===== src/rtl/veerwolf_uart_pkg.sv =====
// Shared definitions for the UART line monitor.
//   PAR_*       : parity mode encoding for the PARITY parameter
//   rx_state_t  : receiver FSM states
//   rx_entry_t  : decoded-byte FIFO entry {data, perr, ferr}
//   par_bit()   : expected parity bit over a zero-extended data word
package veerwolf_uart_pkg;

    localparam int PAR_NONE = 0;
    localparam int PAR_ODD  = 1;
    localparam int PAR_EVEN = 2;

    typedef enum logic [2:0] {
        S_IDLE,
        S_START,
        S_DATA,
        S_PARITY,
        S_STOP,
        S_WAIT_IDLE
    } rx_state_t;

    typedef struct packed {
        logic [7:0] data;
        logic       perr;
        logic       ferr;
    } rx_entry_t;

    localparam int ENTRY_W = $bits(rx_entry_t);

    // Zero bits above DATA_BITS do not change the XOR, so the full byte is safe to use.
    function automatic logic par_bit(input logic [7:0] d, input logic odd);
        return odd ? ~^d : ^d;
    endfunction

endpackage


===== src/rtl/veerwolf_sync_fifo.sv =====
// Single-clock FIFO with a valid/ready read side.
//   clk, rst  : clock, asynchronous active-high reset
//   wr_en     : push request; accepted when not full or when a pop happens in the same cycle
//   wr_data   : entry to push
//   full      : no free slot
//   rd_data   : head entry (combinational, zero when reset)
//   rd_valid  : FIFO non-empty
//   rd_ready  : consumer takes the head when rd_valid & rd_ready
module veerwolf_sync_fifo #(
    parameter int WIDTH = 8,
    parameter int DEPTH = 8
) (
    input  logic             clk,
    input  logic             rst,
    input  logic             wr_en,
    input  logic [WIDTH-1:0] wr_data,
    output logic             full,
    output logic [WIDTH-1:0] rd_data,
    output logic             rd_valid,
    input  logic             rd_ready
);

    localparam int AW = $clog2(DEPTH);

    // One extra pointer bit distinguishes full from empty when the indices match.
    logic [AW:0]      wptr, rptr;
    logic [WIDTH-1:0] mem [DEPTH];
    logic             rd_pop, wr_ok;

    assign full     = (wptr[AW] != rptr[AW]) && (wptr[AW-1:0] == rptr[AW-1:0]);
    assign rd_valid = (wptr != rptr);
    assign rd_data  = mem[rptr[AW-1:0]];
    assign rd_pop   = rd_valid & rd_ready;
    // A pop in the same cycle frees the slot, so a push into a full FIFO still lands.
    assign wr_ok    = wr_en & (~full | rd_pop);

    always_ff @(posedge clk or posedge rst) begin
        if (rst) begin
            wptr <= '0;
            rptr <= '0;
            for (int i = 0; i < DEPTH; i++) mem[i] <= '0;
        end else begin
            if (wr_ok) begin
                mem[wptr[AW-1:0]] <= wr_data;
                wptr              <= wptr + 1'b1;
            end
            if (rd_pop) rptr <= rptr + 1'b1;
        end
    end

endmodule


===== src/rtl/veerwolf_uart_monitor.sv =====
// UART receive-line monitor: decodes a serial line into bytes with parity,
// framing and break detection, buffering results in a small FIFO.
//   clk, rst     : clock, asynchronous active-high reset
//   i_rx         : serial line, idle high, asynchronous to clk
//   o_data       : FIFO head byte, zero-extended above DATA_BITS
//   o_perr/ferr  : parity / framing error flags of the head entry
//   o_valid      : FIFO non-empty; i_ready pops the head
//   o_break      : one-cycle pulse when a break frame is seen
//   o_overflow   : sticky, a decoded byte was dropped; cleared by i_clr
//   o_busy       : receiver not idle
module veerwolf_uart_monitor
    import veerwolf_uart_pkg::*;
#(
    parameter int DIV        = 16,
    parameter int DATA_BITS  = 8,
    parameter int PARITY     = 0,
    parameter int STOP_BITS  = 1,
    parameter int FIFO_DEPTH = 8
) (
    input  logic       clk,
    input  logic       rst,
    input  logic       i_rx,
    output logic [7:0] o_data,
    output logic       o_perr,
    output logic       o_ferr,
    output logic       o_valid,
    input  logic       i_ready,
    output logic       o_break,
    output logic       o_overflow,
    input  logic       i_clr,
    output logic       o_busy
);

    localparam int CNT_W = $clog2(DIV);
    // Start-bit countdown: the edge is seen one cycle after rx_s falls and the
    // state change costs another, so this lands the sample DIV/2 after the fall.
    localparam logic [CNT_W-1:0] HALF_LOAD = CNT_W'(DIV / 2 - 2);
    localparam logic [CNT_W-1:0] FULL_LOAD = CNT_W'(DIV - 1);
    localparam logic [2:0]       LAST_BIT  = 3'(DATA_BITS - 1);
    localparam logic             LAST_STOP = 1'(STOP_BITS - 1);

    // Synchroniser plus one history flop for edge detection.
    logic rx_meta, rx_s, rx_prev;

    always_ff @(posedge clk or posedge rst) begin
        if (rst) begin
            rx_meta <= 1'b1;
            rx_s    <= 1'b1;
            rx_prev <= 1'b1;
        end else begin
            rx_meta <= i_rx;
            rx_s    <= rx_meta;
            rx_prev <= rx_s;
        end
    end

    rx_state_t        state;
    logic [CNT_W-1:0] cnt;
    logic [2:0]       bit_cnt;
    logic             stop_cnt;
    logic [7:0]       shreg;
    logic             par_rx;
    logic             ferr_acc;
    logic             push_vld;
    rx_entry_t        push_entry;
    logic [7:0]       rx_data;
    logic             perr_w;
    logic             tick;

    // Bits shift in from the top, so the word ends up left-aligned.
    assign rx_data = shreg >> (8 - DATA_BITS);
    assign perr_w  = (PARITY != PAR_NONE) && (par_rx != par_bit(rx_data, PARITY == PAR_ODD));
    assign tick    = (cnt == '0);
    assign o_busy  = (state != S_IDLE);

    always_ff @(posedge clk or posedge rst) begin
        if (rst) begin
            state      <= S_IDLE;
            cnt        <= '0;
            bit_cnt    <= '0;
            stop_cnt   <= 1'b0;
            shreg      <= '0;
            par_rx     <= 1'b0;
            ferr_acc   <= 1'b0;
            o_break    <= 1'b0;
            push_vld   <= 1'b0;
            push_entry <= '0;
        end else begin
            o_break  <= 1'b0;
            push_vld <= 1'b0;
            if (!tick) cnt <= cnt - 1'b1;
            unique case (state)
                S_IDLE: begin
                    if (!rx_s && rx_prev) begin
                        state <= S_START;
                        cnt   <= HALF_LOAD;
                    end
                end
                S_START: begin
                    if (tick) begin
                        if (rx_s) begin
                            state <= S_IDLE;      // glitch, not a real start bit
                        end else begin
                            state    <= S_DATA;
                            cnt      <= FULL_LOAD;
                            bit_cnt  <= '0;
                            shreg    <= '0;
                            par_rx   <= 1'b0;
                            ferr_acc <= 1'b0;
                        end
                    end
                end
                S_DATA: begin
                    if (tick) begin
                        cnt     <= FULL_LOAD;
                        shreg   <= {rx_s, shreg[7:1]};
                        bit_cnt <= bit_cnt + 1'b1;
                        if (bit_cnt == LAST_BIT) begin
                            state    <= (PARITY != PAR_NONE) ? S_PARITY : S_STOP;
                            stop_cnt <= 1'b0;
                        end
                    end
                end
                S_PARITY: begin
                    if (tick) begin
                        cnt    <= FULL_LOAD;
                        par_rx <= rx_s;
                        state  <= S_STOP;
                    end
                end
                S_STOP: begin
                    if (tick) begin
                        cnt <= FULL_LOAD;
                        if (!stop_cnt && !rx_s && rx_data == '0 && !par_rx) begin
                            // Line held low through the whole frame: break, no entry.
                            o_break <= 1'b1;
                            state   <= S_WAIT_IDLE;
                        end else if (stop_cnt == LAST_STOP) begin
                            state           <= S_IDLE;
                            push_vld        <= 1'b1;
                            push_entry.data <= rx_data;
                            push_entry.perr <= perr_w;
                            push_entry.ferr <= ferr_acc | ~rx_s;
                        end else begin
                            stop_cnt <= stop_cnt + 1'b1;
                            ferr_acc <= ferr_acc | ~rx_s;
                        end
                    end
                end
                S_WAIT_IDLE: begin
                    if (rx_s) state <= S_IDLE;
                end
                default: state <= S_IDLE;
            endcase
        end
    end

    rx_entry_t head;
    logic      fifo_full;

    veerwolf_sync_fifo #(
        .WIDTH (ENTRY_W),
        .DEPTH (FIFO_DEPTH)
    ) u_fifo (
        .clk      (clk),
        .rst      (rst),
        .wr_en    (push_vld),
        .wr_data  (push_entry),
        .full     (fifo_full),
        .rd_data  (head),
        .rd_valid (o_valid),
        .rd_ready (i_ready)
    );

    assign o_data = head.data;
    assign o_perr = head.perr;
    assign o_ferr = head.ferr;

    // Set has priority over clear so a drop in the clear cycle is not lost.
    always_ff @(posedge clk or posedge rst) begin
        if (rst) begin
            o_overflow <= 1'b0;
        end else if (push_vld && fifo_full && !(o_valid && i_ready)) begin
            o_overflow <= 1'b1;
        end else if (i_clr) begin
            o_overflow <= 1'b0;
        end
    end

endmodule

===== config.mk =====
export PLATFORM = sky130hd
export DESIGN_NAME = veerwolf_uart_monitor
export DESIGN_NICKNAME = d
export VERILOG_FILES = /design/src/rtl/veerwolf_uart_pkg.sv /design/src/rtl/veerwolf_sync_fifo.sv /design/src/rtl/veerwolf_uart_monitor.sv
export SDC_FILE = /design/constraint.sdc
export NUM_CORES = 1
export LEC_CHECK = 0
export ABC_AREA = 1
export BUFFER_PORTS_ARGS = -buffer_cell sky130_fd_sc_hd__clkbuf_2
export CAP_MARGIN = 20
export CORE_AREA = 2 2 124 126
export DETAILED_ROUTE_END_ITERATION = 12
export DIE_AREA = 0 0 126 128
export GPL_ROUTABILITY_DRIVEN = 0
export PLACE_DENSITY = 0.64
export SETUP_SLACK_MARGIN = 0.02
export SLEW_MARGIN = 20
export SYNTH_ARGS = -nofsm -noshare
export SYNTH_HDL_FRONTEND = slang
export SYNTH_SLANG_ARGS = --single-unit

===== constraint.sdc =====
create_clock -name clk -period 4.3 [get_ports clk]
set_input_delay 0.43 -clock clk [delete_from_list [all_inputs] [get_ports clk]]
set_output_delay 0.43 -clock clk [all_outputs]
set_load 0.03 [all_outputs]

* Yosys cells after proc, flatten, opt, wreduce, memory -nomap -nowiden
Cells that the tools add are included.
** Word-level totals
- Word-level logic and storage cells :: 146
- Output and inout bits :: 14
- Register bits :: 124
** Operators by class
- Eq/ne operators :: 20
- Bitwise gates (word level) :: 10
- Add/sub/neg operators :: 5
- Reductions and logical operators :: 29
- Muxes and demuxes :: 54
- Magnitude comparators :: 3
** Operators by type and width (number)
- bitwise mux 80 bit :: 1
- two-way mux 3 bit :: 12
- binary-select mux 10 bit (select 3 bit) :: 1
- demux 10 bit (select 3 bit) :: 1
- two-way mux 10 bit :: 3
- two-way mux 8 bit :: 3
- two-way mux 1 bit :: 20
- two-way mux 4 bit :: 5
- != test 2 bit, second input constant :: 10
- one-hot mux 3 bit (6 select lines) :: 1
- one-hot mux 8 bit (2 select lines) :: 1
- one-hot mux 4 bit (3 select lines) :: 1
- AND reduction 4 bit :: 3
- nonzero test 2 bit :: 5
- equality test 3 bit, second input constant :: 3
- logical AND 1 bit :: 9
- adder 4 x 1 -> 4 bit, second input constant :: 2
- >= comparator 4 bit, second input constant :: 2
- zero test 8 bit :: 1
- inverter 3 -> 4 bit :: 2
- AND reduction 8 bit :: 1
- equality test 3 x 2 -> 1 bit, second input constant :: 2
- one-hot mux 1 bit (2 select lines) :: 3
- one-hot mux 3 bit (2 select lines) :: 1
- 20 further kinds :: 28

* Longest topological paths before layout
Gate-level depths: netlist of run 1.
- Depth in word-level cells :: 7
- Depth in mapped cells :: 10

* Modules after synthesis
A second synthesis of run 1 with hierarchy kept.
** Unflattened totals
- Cell total of the unflattened synthesis :: 765
- Area, all modules :: 6318.6 um2
** Modules (own cells, without submodules)
- veerwolf_sync_fifo :: instances 1, cells an instance 579, area an instance 4644.5 um2
- veerwolf_uart_monitor :: instances 1, cells an instance 186, area an instance 1674.1 um2

* Worst setup path before layout of run 1
Ideal clock, no wire load.
- Kind :: register -> output
- From :: reg u_fifo.rptr[0]
- To :: out o_data[6]
- Cell stages (with the launch flop) :: 8
- Required time :: 3.870 ns
- Slack :: 2.543 ns
- Data arrival time :: 1.327 ns
- Cell sequence :: dfrtp_1 -> inv_1 -> buf_2 -> clkbuf_1 -> o21ai_0 -> o22ai_1 -> nand2_1 -> nand2_1
** On the way
- Longest elaborated chain between the ends :: 4
** RTL lines
- from (decl) :: RTL line veerwolf_sync_fifo.sv:26 : logic [AW:0] wptr, rptr;
- from (signal assigned) :: RTL line veerwolf_sync_fifo.sv:47 : if (rd_pop) rptr <= rptr + 1'b1;
- inverter 3 -> 4 bit (not written as such) :: RTL line veerwolf_sync_fifo.sv:32 : assign rd_data = mem[rptr[AW-1:0]];
- binary-select mux 10 bit (select 3 bit) :: RTL line veerwolf_sync_fifo.sv:32
- two-way mux 10 bit (not written as such) (2 in a row) :: RTL line veerwolf_sync_fifo.sv:32
- to (decl) :: RTL line veerwolf_uart_monitor.sv:23 : output logic [7:0] o_data,
Every way passes these cells. The select of a mux whose other input is x is not followed.

* Worst setup path in the final report of run 1
- From :: reg u_fifo.rptr[0]
- To :: out o_data[4]
The elaborated chain is that of the path after synthesis.

==> results.sh, run 1 <==
export IMPL_startpoint="u_fifo.rptr[0]"
export IMPL_yosys_area_share_adder=0.01297
export IMPL_clkSinkCount=115
export IMPL_yosysMostFrequentCell="nand2_1"
export IMPL_grt_pass1_vias=4702
export IMPL_skew_ns=0.006747
export IMPL_max_freq_mhz=355.8
export IMPL_std_cell_rows=45
export IMPL_relSlewSlack=0.4824
export IMPL_synth_edf_count=0
export IMPL_cts_max_level=4
export IMPL_portBuffers=17
export IMPL_drc=0
export IMPL_first_pass_iters=5
export IMPL_wirelength_um=14690
export IMPL_synth_top_family_by_area="simple AND/OR/NAND/NOR gates"
export IMPL_fin_util=0.4379
export IMPL_drtIter0Drc=380
export IMPL_synth_nets=724
export IMPL_path_max_fanout=37
export IMPL_synth_flop_cell="dfrtp_1"
export IMPL_total_power_mw=3.978
export IMPL_overflow=0
export IMPL_synth_cell_types=33
export IMPL_initial_utilization=0.3894
export IMPL_dp_slack_ns=1.614
export IMPL_yosysTopAreaCell="dfrtp_1"
export IMPL_nets=720
export IMPL_end_kind="output pin"
export IMPL_drive_gt1_frac=0.1274
export IMPL_peakVddDrop_mv=0.3102
export IMPL_r2r_setup_slack_ns=1.56
export IMPL_ys_seq_elements=115
export IMPL_synthCells=713
export IMPL_min_period_ns=2.810
export IMPL_grt_total_usage=0.1932
export IMPL_hold_class="primary input to register"
export IMPL_cts_resized=0
export IMPL_tritoncts="done"
export IMPL_seq_area_frac_synth=0.4978
export IMPL_status="complete, no violations"
export IMPL_regToRegStartpoint="u_fifo.rptr[1]"
export IMPL_clockRootBuffer="clkbuf_16"
export IMPL_timing_rr_end="u_fifo.mem[26]"
export IMPL_setup_viol=0
export IMPL_final_cell_count_no_fill=910
export IMPL_grt_max_degree=70
export IMPL_endpoint="o_data[4]"
export IMPL_worstSetupPathType="register to output pin"
export IMPL_finalHoldViolations=0
export IMPL_ctsHoldBuffers=0
export IMPL_antenna_found_initial=0
export IMPL_die_h_um=128
export IMPL_synth_area_top_cells="dfrtp_1 48%, nand2_1 16%, nand4_1 8.2%"
export IMPL_die_w_um=126
export IMPL_synthTopCellsByCount="244 x nand2_1, 112 x dfrtp_1, 76 x nand4_1, 49 x nor2_1, 42 x o21ai_0"
export IMPL_numCtsBuffers=17
export IMPL_p_leak_nw=3.299
export IMPL_grt_pass1_wl_um=24620
export IMPL_vias_per_cell=5.409
export IMPL_avgSynthCellArea_um2=8.118
export IMPL_synth_compound_area_frac=0.07998
export IMPL_ios=19
export IMPL_fp_coreArea_um2=14860
export IMPL_dp_cells=878
export IMPL_tightestPinTransition_ns=0.7735
export IMPL_maxCapViolations=0
export IMPL_synth_xor_area_share=0.008863
export IMPL_clock_insertion_delay_worst_skew_ns=0.42
export IMPL_critPathLaunchType="register"
export IMPL_worst_slack_ns=1.490
export IMPL_synth_top_area_share=0.4842
export IMPL_async_flop_share=1.000
export IMPL_post_cts_setup_buffer_count=0
export IMPL_antenna_left=0
export IMPL_diodes=0
export IMPL_rsz0062_at_grt="no"
export IMPL_synth_area_mux_share=0
export IMPL_power_density_nw_per_um2=611.2
export IMPL_vias=4922
export IMPL_yosys_area_share_simple=0.3329
export IMPL_worstRegToRegCells=9
export IMPL_worstHoldStart="i_rx"
export IMPL_required_ns=3.87
export IMPL_finalCritPeriodShare=0.6536
export IMPL_path_clk_slew_ns=0.06
export IMPL_arrival_ns=2.38
export IMPL_yosys_warnings=0
export IMPL_max_clock_path_buffers=2
export IMPL_detailed_place_hpwl_um=9499
export IMPL_setup_tns_final_ns=0
export IMPL_area_growth_pct=12.45
export IMPL_dieArea_um2=16130
export IMPL_routedWlPerCell_um=16.14
export IMPL_maxSlewViolCount=0
export IMPL_synth_area_um2=5788
-- layout by cell type (no fill, tap or decap), drive strengths merged --
cell type / n
dfstp: 3
dfrtp: 112
nand4: 76
a21oi: 1
xor2: 2
inv: 37
o211ai: 3
xnor2: 3
clkbuf: 35
clkinv: 8
ha: 6
clkinvlp: 3
buf: 7
nand3: 33
nor3: 2
nor4: 1
nand2: 247
o21ai: 52
bufinv: 2
o22ai: 28
nor2: 60
conb: 1
-- routing by layer --
| layer | global-route usage | wire length [um] |
|---|---|---|
| met1 | 0.2634 | 6824 |
| met2 | 0.2960 | 6534 |
| met3 | 0.05259 | 973 |
| met4 | 0.07175 | 356 |
| met5 | 0 | 0 |
-- registers in the layout, summed over array words and instances (netlist names), 3 cells and up --
signal	count
u_fifo.mem	72
state	3
push_entry	9
u_fifo.rptr	4
rx_data	8
u_fifo.wptr	4
cnt	4
bit_cnt	3
-- logic make-up after synthesis --
| family | Yosys count |
|---|---|
| other | 1 |
| XOR/XNOR | 5 |
| AND/OR/NAND/NOR | 419 |
| flip-flops | 115 |
| adder cells (fa/ha/maj) | 6 |
| buffers and inverters | 83 |
| AO/OA/AOI/OAI | 84 |
-- critical path, cell delays in order, from the launching register on --
cell and delay [ns]:
dfrtp_1 0.61, inv_1 0.16, buf_4 0.34, o21ai_0 0.15, o22ai_1 0.27, nand2_1 0.10, nand2_1 0.11, clkbuf_2 0.21
-- through the flow --
step | area, um^2 | hold slack (ns)
floorplan | 5788 | 0.3452
global placement | 5916 | 0.3460
detailed placement | 5916 | 0.3479
CTS | 6509 | 0.08037
global route | 6509 | 0.07168
finish | 6509 | 0.09102
-- worst min-delay path by stage --
stage | depth (start not counted) | to | slack (ns)
finish | 1 | rx_meta | 0.09
CTS | 1 | rx_meta | 0.08
detailed placement | 0 | rx_s | 0.35
global route | 1 | rx_meta | 0.07
global placement | 0 | rx_s | 0.35
floorplan | 0 | rx_s | 0.35
-- final cells by class --
class / instances / area [um^2]
timing repair buffer: 24 / 137.6
fill: 1492 / 8356
sequential: 115 / 2883
tap: 188 / 235.2
clock inverter: 14 / 153.9
inverter: 36 / 140.1
clock buffer: 18 / 439.2
multi-input combinational: 515 / 2520
-- report_power, final --
part / switching [mW] / total, mW / leakage [nW] / internal, mW
Combinational: 0.884 / 1.27 / 1.44 / 0.386
Clock: 0.536 / 1.41 / 0.283 / 0.872
Sequential: 0.146 / 1.30 / 1.58 / 1.15
Total: 1.57 / 3.98 / 3.30 / 2.41
(Power assumes the default switching activity.)
==> inputs of run 2 (changes only) <==
- ABC_AREA: 1 -> 0
- CORE_AREA: 2 2 124 126 -> 2 2 119 121
- DIE_AREA: 0 0 126 128 -> 0 0 121 123
- PLACE_DENSITY: 0.64 -> 0.66
- clock period: 4.3 -> 2.4 ns (I/O delays scaled with it)
==> run 2 against run 1 <==
Compared with the run above: clock skew is 0.0050 ns higher; sequential cell count did not move; cell area decreased by 0.48%; routed wire length shrank 16%; hold slack got worse by 0.085 ns; count of clock-buffer cells in the layout increased by 6; sequential power increased by 76%; final cell count shrank 30%; largest power group unchanged; area after synthesis shrank 7.2%; first-iteration DRC count decreased by 20%.
==> results.sh, run 2 <==
export IMPL_status="complete, no violations"
export IMPL_antenna_found_initial=0
export IMPL_std_cell_rows=43
export IMPL_path_clk_slew_ns=0.05
export IMPL_maxSlewViolCount=0
export IMPL_yosysMostFrequentCell="dfrtp_1"
export IMPL_p_leak_nw=2.746
export IMPL_ios=19
export IMPL_skew_ns=0.01174
export IMPL_rsz0062_at_grt="no"
export IMPL_wirelength_um=12340
export IMPL_hold_class="primary input to register"
export IMPL_min_period_ns=2.310
export IMPL_grt_pass1_vias=3759
export IMPL_drc=0
export IMPL_power_density_nw_per_um2=987.3
export IMPL_finalCritPeriodShare=0.9626
export IMPL_max_clock_path_buffers=2
export IMPL_async_flop_share=1.000
export IMPL_routedWlPerCell_um=19.40
export IMPL_tightestPinTransition_ns=0.5937
export IMPL_synth_nets=412
export IMPL_vias_per_cell=5.717
export IMPL_synth_area_um2=5373
export IMPL_avgSynthCellArea_um2=13.40
export IMPL_numCtsBuffers=17
export IMPL_nets=454
export IMPL_setup_viol=0
export IMPL_required_ns=2.16
export IMPL_cts_max_level=4
export IMPL_clkSinkCount=115
export IMPL_portBuffers=17
export IMPL_finalHoldViolations=0
export IMPL_grt_max_degree=70
export IMPL_whs_ns=0.006469
export IMPL_seq_area_frac_synth=0.5363
export IMPL_regArea_um2=2883
export IMPL_post_cts_setup_buffer_count=0
export IMPL_area_growth_pct=20.56
export IMPL_dieArea_um2=14880
export IMPL_synth_cell_types=49
export IMPL_clock_insertion_delay_worst_skew_ns=0.42
export IMPL_final_cell_count_no_fill=636
export IMPL_antenna_left=0
export IMPL_tritoncts="done"
export IMPL_setup_tns_final_ns=0
export IMPL_drive_gt1_frac=0.3114
export IMPL_end_kind="output pin"
export IMPL_diodes=0
export IMPL_grt_total_usage=0.1803
export IMPL_synthCells=401
export IMPL_synth_top_area_share=0.5217
export IMPL_synth_area_top_cells="dfrtp_1 52%, o2bb2ai_1 12%, mux4_2 7.5%"
export IMPL_pwr_share_clk=0.427
export IMPL_vias=3636
export IMPL_overflow=0
export IMPL_worstSetupPathType="register to output pin"
export IMPL_pwr_share_seq=0.358
export IMPL_synth_edf_count=0
export IMPL_path_max_fanout=11
export IMPL_clockRootBuffer="clkbuf_16"
export IMPL_peakVddDrop_mv=0.6753
export IMPL_initial_utilization=0.3947
export IMPL_grt_use_met2=0.2942
export IMPL_relSlewSlack=0.6034
export IMPL_pwr_share_comb=0.215
export IMPL_grt_pass1_wl_um=20390
export IMPL_arrival_ns=2.07
export IMPL_synthTopCellsByCount="112 x dfrtp_1, 73 x o2bb2ai_1, 21 x nand2_1, 18 x mux4_2, 16 x mux2_2"
export IMPL_die_w_um=121
export IMPL_first_pass_iters=4
export IMPL_largest_register_ffs=72
export IMPL_power_internal_mw=4.575
export IMPL_maxCapViolations=0
export IMPL_use_met3=0.04935
export IMPL_synth_flop_cell="dfrtp_1"
export IMPL_nFillCells=1161
export IMPL_fp_coreArea_um2=13610
export IMPL_p_switching_mw=1.820
export IMPL_die_h_um=123
export IMPL_final_cell_mix="111 x dfrtp_1, 73 x o2bb2ai_1, 25 x buf_4"
export IMPL_largest_register="u_fifo.mem"
export IMPL_switching_share=0.2845
export IMPL_detailed_place_hpwl_um=7805
export IMPL_grt_util_met1=0.2257
export IMPL_yosysTopAreaCell="dfrtp_1"
export IMPL_dp_cells=601
export IMPL_critPathLaunchType="register"
export IMPL_multiInputGateArea_um2=2323
export IMPL_layout_commonest_cell="dfrtp_1"
export IMPL_max_freq_mhz=432.9
export IMPL_ys_seq_elements=115
export IMPL_drtIter0Drc=303
export IMPL_fin_util=0.4759
export IMPL_yosys_warnings=0
export IMPL_busiest_layer="met2"
-- run 2: power groups by stage --
stage	clock network (mW)	registers [mW]	logic (mW)
finish	2.73	2.29	1.37
global route	2.87	2.31	1.49
CTS	2.78	2.27	1.34
detailed placement	0	2.31	1.32
global placement	0	2.30	1.28
floorplan	0	2.22	1.05
-- run 2: worst max-delay path: stages, from the launching register on --
cell and delay [ns]:
dfrtp_2 0.46, buf_12 0.19, mux4_2 0.52, mux2_2 0.29
clkbuf_2 0.18
-- run 2: metal layers --
| metal | vias to the layer above | share of wire |
|---|---|---|
| met5 | - | 0 |
| li1 | 1627 | - |
| met4 | 0 | 0.019 |
| met2 | 96 | 0.50 |
| met3 | 21 | 0.051 |
| met1 | 1892 | 0.43 |
-- run 2: path summary, 6_finish.rpt --
kind	from	end	slack (ns)	cells after the start
min	i_clr	o_overflow	0.006	2
min reg2reg	rx_meta	rx_s	0.35	0
max reg2reg	cnt[0]	push_entry[5]	0.20	8
min in group asynchronous	rst	u_fifo.mem[35]	0.43	3
max in group asynchronous	rst	u_fifo.rptr[0]	1.20	4
max	u_fifo.rptr[0]	o_data[2]	0.09	4
-- run 2: cell type report --
type                    count  share of cell area
clock buffers              24             0.07746
clock inverters             8             0.02260
inverters                   9            0.006181
multi-input cells         253              0.3587
flip-flops and latches    115              0.4450
well taps                 180             0.03477
repair buffers             47             0.05524
-- run 2: cells by family after synthesis --
family	count (synthesis)	share of synthesized area
AOI/OAI and AO/OA	117	0.1863
DFF	115	0.5363
and+or+nand+nor	76	0.07965
muxes	43	0.1341
buffers and inverters	33	0.03121
xor gates and xnor gates	10	0.01770
adders and majority gates	6	0.01397
other	1	0.0006980
-- run 2: stage by stage --
step | cell area [um^2] | worst slack, ns | power (mW)
global route | 6477 | 0.03392 | 6.672
detailed placement | 5783 | 0.2385 | 3.625
global placement | 5783 | 0.3375 | 3.581
floorplan | 5376 | 0.4810 | 3.277
CTS | 6451 | 0.02730 | 6.388
finish | 6477 | 0.08976 | 6.395
-- run 2: timing repair --
item | in CTS | in global routing
setup endpoints to repair | 0 | 7
gates resized for setup | 0 | 1
endpoints found under the hold margin | 25 | 0
hold buffers | 2 | 0
==> inputs of run 3 (changes only) <==
- CTS_CLUSTER_SIZE: not set -> 20
- GPL_TIMING_DRIVEN: not set -> 0
==> run 3 against run 2 <==
Compared with the run above: total power is 3.6% lower; via count unchanged; critical endpoint is now o_data[0]; combinational power about the same.
==> results.sh, run 3 (same netlist as run 2, synthesis figures left out) <==
export IMPL_worstSetupPathType="register to output pin"
export IMPL_setup_viol=0
export IMPL_path_clk_slew_ns=0.06
export IMPL_use_met3=0.03736
export IMPL_setup_tns_final_ns=0
export IMPL_hold_class="primary input to register"
export IMPL_rsz0062_at_grt="no"
export IMPL_total_power_mw=6.162
export IMPL_finalHoldViolations=0
export IMPL_max_clock_path_buffers=2
export IMPL_first_pass_iters=4
export IMPL_required_ns=2.16
export IMPL_clock_insertion_delay_worst_skew_ns=0.41
export IMPL_p_switching_mw=1.788
export IMPL_drtIter0Drc=281
export IMPL_pwr_share_clk=0.414
export IMPL_dieArea_um2=14880
export IMPL_dp_cells=601
export IMPL_grt_util_met1=0.2425
export IMPL_detailed_place_hpwl_um=8304
export IMPL_p_leak_nw=2.695
export IMPL_tightestPinTransition_ns=0.7063
export IMPL_area_growth_pct=19.05
export IMPL_peakVddDrop_mv=0.5504
export IMPL_power_internal_mw=4.374
export IMPL_arrival_ns=2.08
export IMPL_layout_commonest_cell="dfrtp_1"
export IMPL_drive_gt1_frac=0.2952
export IMPL_ios=19
export IMPL_antenna_found_initial=0
export IMPL_clockRootBuffer="clkbuf_16"
export IMPL_nFillCells=1203
export IMPL_pwr_share_seq=0.364
export IMPL_clkSinkCount=115
export IMPL_maxCapViolations=0
export IMPL_tritoncts="done"
export IMPL_switching_share=0.2902
export IMPL_multiInputGateArea_um2=2323
export IMPL_cts_max_level=4
export IMPL_grt_use_met2=0.3065
export IMPL_initial_utilization=0.3947
export IMPL_grt_pass1_wl_um=20870
export IMPL_nets=453
export IMPL_maxSlewViolCount=0
export IMPL_diodes=0
export IMPL_largest_register_ffs=72
export IMPL_path_max_fanout=10
export IMPL_critPathLaunchType="register"
export IMPL_pwr_share_comb=0.222
export IMPL_status="complete, no violations"
export IMPL_post_cts_setup_buffer_count=0
export IMPL_max_stage_delay_ns=0.54
export IMPL_grt_pass1_vias=3798
export IMPL_final_cell_mix="110 x dfrtp_1, 73 x o2bb2ai_1, 21 x nand2_1"
export IMPL_whs_ns=0.01746
export IMPL_die_h_um=123
export IMPL_end_kind="output pin"
export IMPL_slowest_stage="mux4_2"
export IMPL_fp_coreArea_um2=13610
export IMPL_wirelength_um=12750
export IMPL_overflow=0
export IMPL_std_cell_rows=43
export IMPL_skew_ns=0.005612
export IMPL_power_density_nw_per_um2=963.4
export IMPL_routedWlPerCell_um=20.11
export IMPL_drc=0
export IMPL_vias=3636
export IMPL_max_freq_mhz=431.1
export IMPL_fin_util=0.4699
export IMPL_busiest_layer="met2"
export IMPL_regArea_um2=2884
export IMPL_finalCritPeriodShare=0.9664
export IMPL_grt_total_usage=0.1883
export IMPL_vias_per_cell=5.735
export IMPL_numCtsBuffers=17
export IMPL_portBuffers=17
export IMPL_min_period_ns=2.319
export IMPL_antenna_left=0
export IMPL_path_cells="buf_6, mux4_2, mux2_2, clkbuf_2"
export IMPL_largest_register="u_fifo.mem"
export IMPL_grt_max_degree=36
export IMPL_die_w_um=121
export IMPL_relSlewSlack=0.5291
export IMPL_final_cell_count_no_fill=634
## run 3: worst max-delay path, delay by kind of cell, from the launching register on
kind / cells / cell delay, ns
buffers and inverters: 2 / 0.40
multiplexers: 2 / 0.83
flip-flops: 1 / 0.43
## run 3: final timing paths
kind	endpoint	from	slack (ns)	depth (start not counted)
worst max-delay path	o_data[0]	u_fifo.rptr[0]	0.08	4
worst max register to register	push_entry[2]	cnt[0]	0.23	8
max in group asynchronous	u_fifo.mem[29]	rst	1.19	5
min in group asynchronous	rx_data[2]	rst	0.45	3
worst min register to register	rx_s	rx_meta	0.35	0
worst min-delay path	o_overflow	i_clr	0.02	2
## run 3: final cells by class
| cell class | count | area share |
|---|---|---|
| Clock buffer | 21 | 0.07355 |
| Sequential cell | 115 | 0.4509 |
| Tap cell | 180 | 0.03521 |
| Timing Repair Buffer | 22 | 0.02582 |
| Buffer | 24 | 0.02445 |
| Inverter | 9 | 0.006260 |
| Clock inverter | 10 | 0.02054 |
| Multi-Input combinational cell | 253 | 0.3633 |
## run 3: repair_timing
action | CTS | global route
hold buffers | 2 | 0
endpoints found under the setup margin | 9 | 1
gates cloned | 0 | 0
hold endpoints to repair | 23 | 0
resized for setup | 9 | 1
## run 3: metrics by stage
step           cell area, um^2  setup WS, ns
6_report                  6396       0.08061
5_1_grt                   6396       0.02526
4_1_cts                   6392       0.04605
3_5_place_dp              5747        0.1416
3_3_place_gp              5687       0.07441
2_1_floorplan             5376        0.4810
## run 3: metal layers
layer / vias to the layer above / wire length (um)
met5: - / 0
met4: 0 / 99
met3: 12 / 674
met2: 93 / 6522
met1: 1898 / 5451
li1: 1633 / -
## run 3: power groups by stage
| stage | Clock, mW | Combinational, mW | Sequential, mW |
|---|---|---|---|
| after global routing | 2.69 | 1.51 | 2.26 |
| final | 2.55 | 1.37 | 2.24 |
| after CTS | 2.58 | 1.39 | 2.24 |
| after global placement | 0 | 1.28 | 2.26 |
| after floorplan | 0 | 1.05 | 2.22 |
| after detailed placement | 0 | 1.33 | 2.26 |
